==> config.mk <==
export PLATFORM = sky130hd
export DESIGN_NAME = stage_ctrl
export DESIGN_NICKNAME = d
export VERILOG_FILES = /design/src/rtl/y86_pkg.sv /design/src/rtl/cond_eval.sv /design/src/rtl/stage_ctrl.sv
export SDC_FILE = /design/constraint.sdc
export NUM_CORES = 1
export LEC_CHECK = 0
export ABC_AREA = 0
export CAP_MARGIN = 0
export CORE_UTILIZATION = 43
export DETAILED_ROUTE_END_ITERATION = 8
export GPL_ROUTABILITY_DRIVEN = 0
export GPL_TIMING_DRIVEN = 0
export HOLD_SLACK_MARGIN = 0.03
export PLACE_DENSITY = 0.78
export RECOVER_POWER = 100
export SKIP_LAST_GASP = 1
export SLEW_MARGIN = 10
export SYNTH_ARGS = -nofsm -noshare
export SYNTH_HDL_FRONTEND = slang
export SYNTH_SLANG_ARGS = --single-unit
==> constraint.sdc <==
create_clock -name clk -period 1.91 [get_ports clk]
set_input_delay 0.382 -clock clk [delete_from_list [all_inputs] [get_ports clk]]
set_output_delay 0.382 -clock clk [all_outputs]
set_load 0.01 [all_outputs]
==> src/rtl/y86_pkg.sv <==
// Shared Y86 definitions for the stage controller: widths, icodes, status and
// condition encodings, stage state encoding and one-hot strobe patterns.
package y86_pkg;

  localparam int unsigned ICODE_W = 4;
  localparam int unsigned IFUN_W  = 4;
  localparam int unsigned STAT_W  = 3;
  localparam int unsigned CC_W    = 3;
  localparam int unsigned STATE_W = 3;
  localparam int unsigned STRB_W  = 6;

  localparam logic [ICODE_W-1:0] I_HALT   = 4'h0;
  localparam logic [ICODE_W-1:0] I_RRMOVQ = 4'h2;
  localparam logic [ICODE_W-1:0] I_OPQ    = 4'h6;
  localparam logic [ICODE_W-1:0] I_JXX    = 4'h7;

  localparam logic [STAT_W-1:0] STAT_AOK = 3'd1;
  localparam logic [STAT_W-1:0] STAT_HLT = 3'd2;
  localparam logic [STAT_W-1:0] STAT_ADR = 3'd3;
  localparam logic [STAT_W-1:0] STAT_INS = 3'd4;

  localparam logic [IFUN_W-1:0] C_YES = 4'd0;
  localparam logic [IFUN_W-1:0] C_LE  = 4'd1;
  localparam logic [IFUN_W-1:0] C_L   = 4'd2;
  localparam logic [IFUN_W-1:0] C_E   = 4'd3;
  localparam logic [IFUN_W-1:0] C_NE  = 4'd4;
  localparam logic [IFUN_W-1:0] C_GE  = 4'd5;
  localparam logic [IFUN_W-1:0] C_G   = 4'd6;

  // Strobe order: {fetch, decode, execute, memory, writeback, pc}
  localparam logic [STRB_W-1:0] STRB_FETCH = 6'b100000;
  localparam logic [STRB_W-1:0] STRB_DEC   = 6'b010000;
  localparam logic [STRB_W-1:0] STRB_EXE   = 6'b001000;
  localparam logic [STRB_W-1:0] STRB_MEM   = 6'b000100;
  localparam logic [STRB_W-1:0] STRB_WB    = 6'b000010;
  localparam logic [STRB_W-1:0] STRB_PC    = 6'b000001;

  typedef enum logic [STATE_W-1:0] {
    S_IDLE      = 3'd0,
    S_FETCH     = 3'd1,
    S_DECODE    = 3'd2,
    S_EXECUTE   = 3'd3,
    S_MEMORY    = 3'd4,
    S_WRITEBACK = 3'd5,
    S_PCUPD     = 3'd6,
    S_HALT      = 3'd7
  } state_t;

  typedef struct packed {
    logic zf;
    logic sf;
    logic of;
  } cc_t;

  localparam cc_t CC_RESET = 3'b100;

  // Instructions whose ifun selects a branch/cmov condition.
  function automatic logic is_cond_icode(input logic [ICODE_W-1:0] ic);
    return (ic == I_RRMOVQ) || (ic == I_JXX);
  endfunction

endpackage

==> src/rtl/cond_eval.sv <==
// Combinational branch/cmov condition from condition codes and ifun.
module cond_eval
  import y86_pkg::*;
(
  input  cc_t               cc,
  input  logic [IFUN_W-1:0] ifun,
  output logic              cond
);

  logic w_lt;

  assign w_lt = cc.sf ^ cc.of;

  always_comb begin
    cond = 1'b0;
    case (ifun)
      C_YES:   cond = 1'b1;
      C_LE:    cond = w_lt | cc.zf;
      C_L:     cond = w_lt;
      C_E:     cond = cc.zf;
      C_NE:    cond = ~cc.zf;
      C_GE:    cond = ~w_lt;
      C_G:     cond = ~w_lt & ~cc.zf;
      default: cond = 1'b0;
    endcase
  end

endmodule

==> src/rtl/stage_ctrl.sv <==
// Sequential Y86 stage controller: one-hot stage strobes, condition codes,
// branch condition and status. STAGE_CTRL_INSTR_CNT_EN adds an instruction counter.
module stage_ctrl
  import y86_pkg::*;
(
  input  logic               clk,
  input  logic               rst_n,
  input  logic               start,
  input  logic [ICODE_W-1:0] icode,
  input  logic [IFUN_W-1:0]  ifun,
  input  logic               instr_valid,
  input  logic               imem_error,
  input  logic               dmem_error,
  input  logic               alu_zf,
  input  logic               alu_sf,
  input  logic               alu_of,
  output logic               fetch_en,
  output logic               decode_en,
  output logic               execute_en,
  output logic               memory_en,
  output logic               writeback_en,
  output logic               pc_en,
  output logic [CC_W-1:0]    cc,
  output logic               cnd,
  output logic [STAT_W-1:0]  stat,
  output logic               halted
`ifdef STAGE_CTRL_INSTR_CNT_EN
  ,
  output logic [31:0]        instr_cnt
`endif
);

  state_t              r_state;
  state_t              w_next_state;
  logic [STRB_W-1:0]   r_strobe;
  logic [STRB_W-1:0]   w_strobe_next;
  logic [STAT_W-1:0]   r_stat;
  logic [STAT_W-1:0]   w_stat_next;
  cc_t                 r_cc;
  logic                r_cnd;
  logic                r_halted;
  logic                w_cond;
  logic                w_cc_load;
  logic                w_cnd_load;
  logic                w_cnd_next;

  cond_eval u_cond_eval (
    .cc   (r_cc),
    .ifun (ifun),
    .cond (w_cond)
  );

  // cnd is evaluated against cc before this cycle's OPq update.
  assign w_cc_load  = (r_state == S_EXECUTE) && (icode == I_OPQ);
  assign w_cnd_load = (r_state == S_EXECUTE);
  assign w_cnd_next = is_cond_icode(icode) ? w_cond : 1'b0;

  always_ff @(posedge clk or negedge rst_n) begin
    if (!rst_n) begin
      r_state  <= S_IDLE;
      r_strobe <= '0;
      r_stat   <= STAT_AOK;
      r_cc     <= CC_RESET;
      r_cnd    <= 1'b0;
      r_halted <= 1'b0;
    end else begin
      r_state  <= w_next_state;
      r_strobe <= w_strobe_next;
      r_stat   <= w_stat_next;
      r_halted <= (w_next_state == S_HALT);
      if (w_cc_load) begin
        r_cc <= cc_t'({alu_zf, alu_sf, alu_of});
      end
      if (w_cnd_load) begin
        r_cnd <= w_cnd_next;
      end
    end
  end

  // Next state, fault status and strobe pattern of the next state.
  always_comb begin
    w_next_state  = r_state;
    w_stat_next   = r_stat;
    w_strobe_next = '0;
    case (r_state)
      S_IDLE: begin
        if (start) begin
          w_next_state = S_FETCH;
        end
      end
      S_FETCH: begin
        if (imem_error) begin
          w_stat_next  = STAT_ADR;
          w_next_state = S_HALT;
        end else if (!instr_valid) begin
          w_stat_next  = STAT_INS;
          w_next_state = S_HALT;
        end else if (icode == I_HALT) begin
          w_stat_next  = STAT_HLT;
          w_next_state = S_HALT;
        end else begin
          w_next_state = S_DECODE;
        end
      end
      S_DECODE:    w_next_state = S_EXECUTE;
      S_EXECUTE:   w_next_state = S_MEMORY;
      S_MEMORY: begin
        if (dmem_error) begin
          w_stat_next  = STAT_ADR;
          w_next_state = S_HALT;
        end else begin
          w_next_state = S_WRITEBACK;
        end
      end
      S_WRITEBACK: w_next_state = S_PCUPD;
      S_PCUPD:     w_next_state = S_FETCH;
      S_HALT:      w_next_state = S_HALT;
      default:     w_next_state = S_IDLE;
    endcase

    case (w_next_state)
      S_FETCH:     w_strobe_next = STRB_FETCH;
      S_DECODE:    w_strobe_next = STRB_DEC;
      S_EXECUTE:   w_strobe_next = STRB_EXE;
      S_MEMORY:    w_strobe_next = STRB_MEM;
      S_WRITEBACK: w_strobe_next = STRB_WB;
      S_PCUPD:     w_strobe_next = STRB_PC;
      default:     w_strobe_next = '0;
    endcase
  end

  assign {fetch_en, decode_en, execute_en, memory_en, writeback_en, pc_en} = r_strobe;
  assign cc     = r_cc;
  assign cnd    = r_cnd;
  assign stat   = r_stat;
  assign halted = r_halted;

`ifdef STAGE_CTRL_INSTR_CNT_EN
  localparam int unsigned CNT_W = 32;

  logic [CNT_W-1:0] r_instr_cnt;

  // Counts completed instructions; wraps naturally and cannot move in HALT.
  always_ff @(posedge clk or negedge rst_n) begin
    if (!rst_n) begin
      r_instr_cnt <= '0;
    end else if (r_state == S_PCUPD) begin
      r_instr_cnt <= r_instr_cnt + CNT_W'(1);
    end
  end

  assign instr_cnt = r_instr_cnt;
`endif

endmodule

==> results.ini, run 1 <==
[worst_setup_path]
crit_slowest_cell=dlygate4sd3_1
crit_family=buffers and inverters
crit_start=stat[0]$_DFFE_PN1P_
crit_arrival_ns=1.42
crit_chain=dlygate4sd3_1
max_stage_delay_ns=0.60
critPathMaxFanout=2
crit-reg2reg-capture=stat[1]$_DFFE_PN0P_
worstSetupPathType=reg2out
ff2ff_setup_slack_ns=0.36
reg2regPathDepth=5
crit_path_start_kind=flip-flop
crit_path_end=stat[0]
crit_required_ns=1.53
cp-end-kind=output port
critPathBufInv=1
worstReg2RegStart=r_state[1]$_DFF_PN0_
cp_num_cells=1

[grt]
antenna_found_initial=0
track_usage_pct=16.5
grt_pass1_vias=552
grt_pass1_wl_um=2390
grt-ovfl-total=0
grt_max_degree=18

[sta]
hold_viol_final=0
finalSetupViolCount=0
fin_crit_sh_pct=94.4
setup_tns_ns=0
skew_ns=0.00566
worstMarginPinSlew_ns=0.718
clock.fmax_mhz=555
maxSlewViolCount=0
maxSlewHeadroom_pct=52.0
finalCriticalPeriod_ns=1.80
rsz0062_at_grt=no

[detailed_routing]
routedWlPerCell_um=11.2
drc=0
vias=648
wl_um=1490
first_pass_iters=4
via_per_inst=4.87
drt_iter0_drc=3
ant_nets=0

[logic_synthesis]
syn_avg_cell_area_um2=11.3
synth_nets=91
syn-instance-count=74
ys_types=35
yosysWarnings=0
ys_ff_latch=17
synth.cell_area_um2=838
ys_seq_area_share_pct=51.0

[clocking]
post_cts_buffers=0
cts_tree=yes
cts_buffer_depth=2
cts-root-buf=clkbuf_4
cts.sinks=17
cts_max_level=1
insertion_delay_ns=0.29
cts.repair.resized=0
numCtsBuffers=3
path_clk_slew_ns=0.10
cts_hold_buf=0

[layout]
fin_util_pct=65.6
syn_to_final_growth_pct=39.6
drive_above_1_share_pct=10.2
antenna_cells=0
fin_cells=133
finalNetCount=126

[floorplanning]
fp.coreArea_mm2=0.00178
die_h_um=46.2
ios=31
die-area_mm2=0.00213
rows=15
fp.dieW_um=46.2
start_util_pct=47.0

[placement]
portBuffers=30
dp.cells=129
hpwl_um=1170

[run]
cap_violations=0

[power]
power_frac_comb_pct=45.6
switching_share_pct=35.0
p_leak_nw=0.531
ir_worst_vdd_v=0.000655
switchingPower_mw=0.495
seqPwrFrac_pct=41.1
powerDensity_mw_per_mm2=1210
p_int_mw=0.919
clkPwrFrac_pct=13.3

[outcome]
status=completed

[hold_path]
hold_path_class=reg2reg

==> per-stage QoR <==
| step | power, mW | setup slack, ns | instance area, um2 | hold WS, ns |
|---|---|---|---|---|
| floorplan | 1.02 | 0.643 | 838 | 0.0864 |
| global placement | 1.32 | 0.108 | 1170 | 0.484 |
| detailed placement | 1.33 | 0.0581 | 1170 | 0.479 |
| CTS | 1.53 | 0.134 | 1200 | 0.512 |
| global route | 1.52 | 0.0596 | 1170 | 0.528 |
| finish | 1.41 | 0.108 | 1170 | 0.500 |
==> layout make-up <==
type	count	area, um2
tap	25	31.3
clock inverter	1	5.00
inverter	6	22.5
multi-input combinational	48	340
fill	138	613
timing repair buffer	30	300
buffer	3	20.0
clock buffer	3	22.5
sequential	17	428
==> registers in the layout, summed over array words and instances (netlist names) <==
register	cells
r_strobe	6
cc	3
r_state	3
stat	3
cnd	1
halted	1
==> how the worst min path moves through the flow <==
stage                              from                  end  cells past startpoint
floorplan                         rst_n    cc[0]$_DFFE_PN0P_                      0
global placement    stat[1]$_DFFE_PN0P_  stat[1]$_DFFE_PN0P_                      1
detailed placement  stat[1]$_DFFE_PN0P_  stat[1]$_DFFE_PN0P_                      1
CTS                 stat[1]$_DFFE_PN0P_  stat[1]$_DFFE_PN0P_                      1
global route        stat[1]$_DFFE_PN0P_  stat[1]$_DFFE_PN0P_                      1
finish              stat[1]$_DFFE_PN0P_  stat[1]$_DFFE_PN0P_                      1
==> power groups by stage <==
stage / sequential, mW / combinational [mW] / clock, mW
2_1_floorplan: 0.645 / 0.371 / 0
3_3_place_gp: 0.598 / 0.721 / 0
3_5_place_dp: 0.607 / 0.728 / 0
4_1_cts: 0.599 / 0.732 / 0.195
5_1_grt: 0.597 / 0.716 / 0.209
6_report: 0.581 / 0.645 / 0.188
==> cell usage in the layout, fill, tap and decap left out, drive strengths merged <==
cell type and count:
dfrtp 15, clkdlybuf4s50 15, dlygate4sd3 15, inv 6, o21ai 6, nand2 5, nor2 4, a21oi 4
clkbuf 4, nor3 3, and3 3, mux2 3, o22ai 2, xor2 2, buf 2, dfstp 2
nor4 1, nor3b 1, nor2b 1, or2b 1, o32a 1, nand3b 1, a21o 1, or3 1
and4bb 1, mux2i 1, nand2b 1, a311oi 1, nand4b 1, o32ai 1, o21a 1, nand3 1
clkinv 1
==> metal layers <==
layer  part of all wire, %  vias up  wire length, um  global-route usage [%]
met5                     0        -                0                       0
met4                   1.5        0               22                    8.82
met3                   3.3        4               49                    3.53
met2                    47       15              697                    24.2
met1                    48      299              717                    22.8
li1                      -      330                -                       -
==> synth_stat cells <==
cell      count  share of area, %
inv_2         1              0.45
or2b_1        1              0.90
xor2_1        2               2.1
buf_6         2               2.7
o32ai_2       1               1.9
nor4_1        1              0.75
or3_1         1              0.75
nor2b_1       1              0.75
o21a_1        1              0.90
buf_2         1              0.60
a21oi_1       4               2.4
o32a_1        1               1.2
dfrtp_1      15                45
and4bb_2      1               1.5
and3_1        2               1.5
and3_4        1               1.3
nor2_4        1               1.3
dfstp_2       2               6.3
o21ai_1       1              0.60
a21o_1        1              0.90
mux2_4        3               5.4
mux2i_1       1               1.2
o22ai_1       2               1.5
nand2_8       1               2.4
nand2b_1      1              0.75
a311oi_1      1               1.0
o21ai_0       5               3.0
inv_1         5               2.2
nand3b_1      1              0.90
nor3_1        3               1.8
nand4b_1      1               1.0
nand2_1       4               1.8
nor3b_2       1               1.5
nand3_1       1              0.60
nor2_1        3               1.3
==> kinds of logic after synthesis <==
| group | count (synthesis) | share of synthesized area (%) |
|---|---|---|
| buffers and inverters | 9 | 5.97 |
| flip-flops | 17 | 51.0 |
| multiplexers | 4 | 6.57 |
| AND/OR/NAND/NOR | 25 | 20.9 |
| AO/OA/AOI/OAI | 17 | 13.4 |
| XOR/XNOR | 2 | 2.09 |
Power figures use the tool's default switching activity.
==> inputs of run 2 (changes only) <==
- CTS_CLUSTER_DIAMETER: not set -> 200
==> results of run 2 <==
Final layout, timing and power as in run 1 (identical DEF).
==> inputs of run 3 (changes only) <==
- ABC_CLOCK_PERIOD_IN_PS: not set -> 1910
==> results of run 3 <==
Final layout, timing and power as in run 1 (identical DEF).
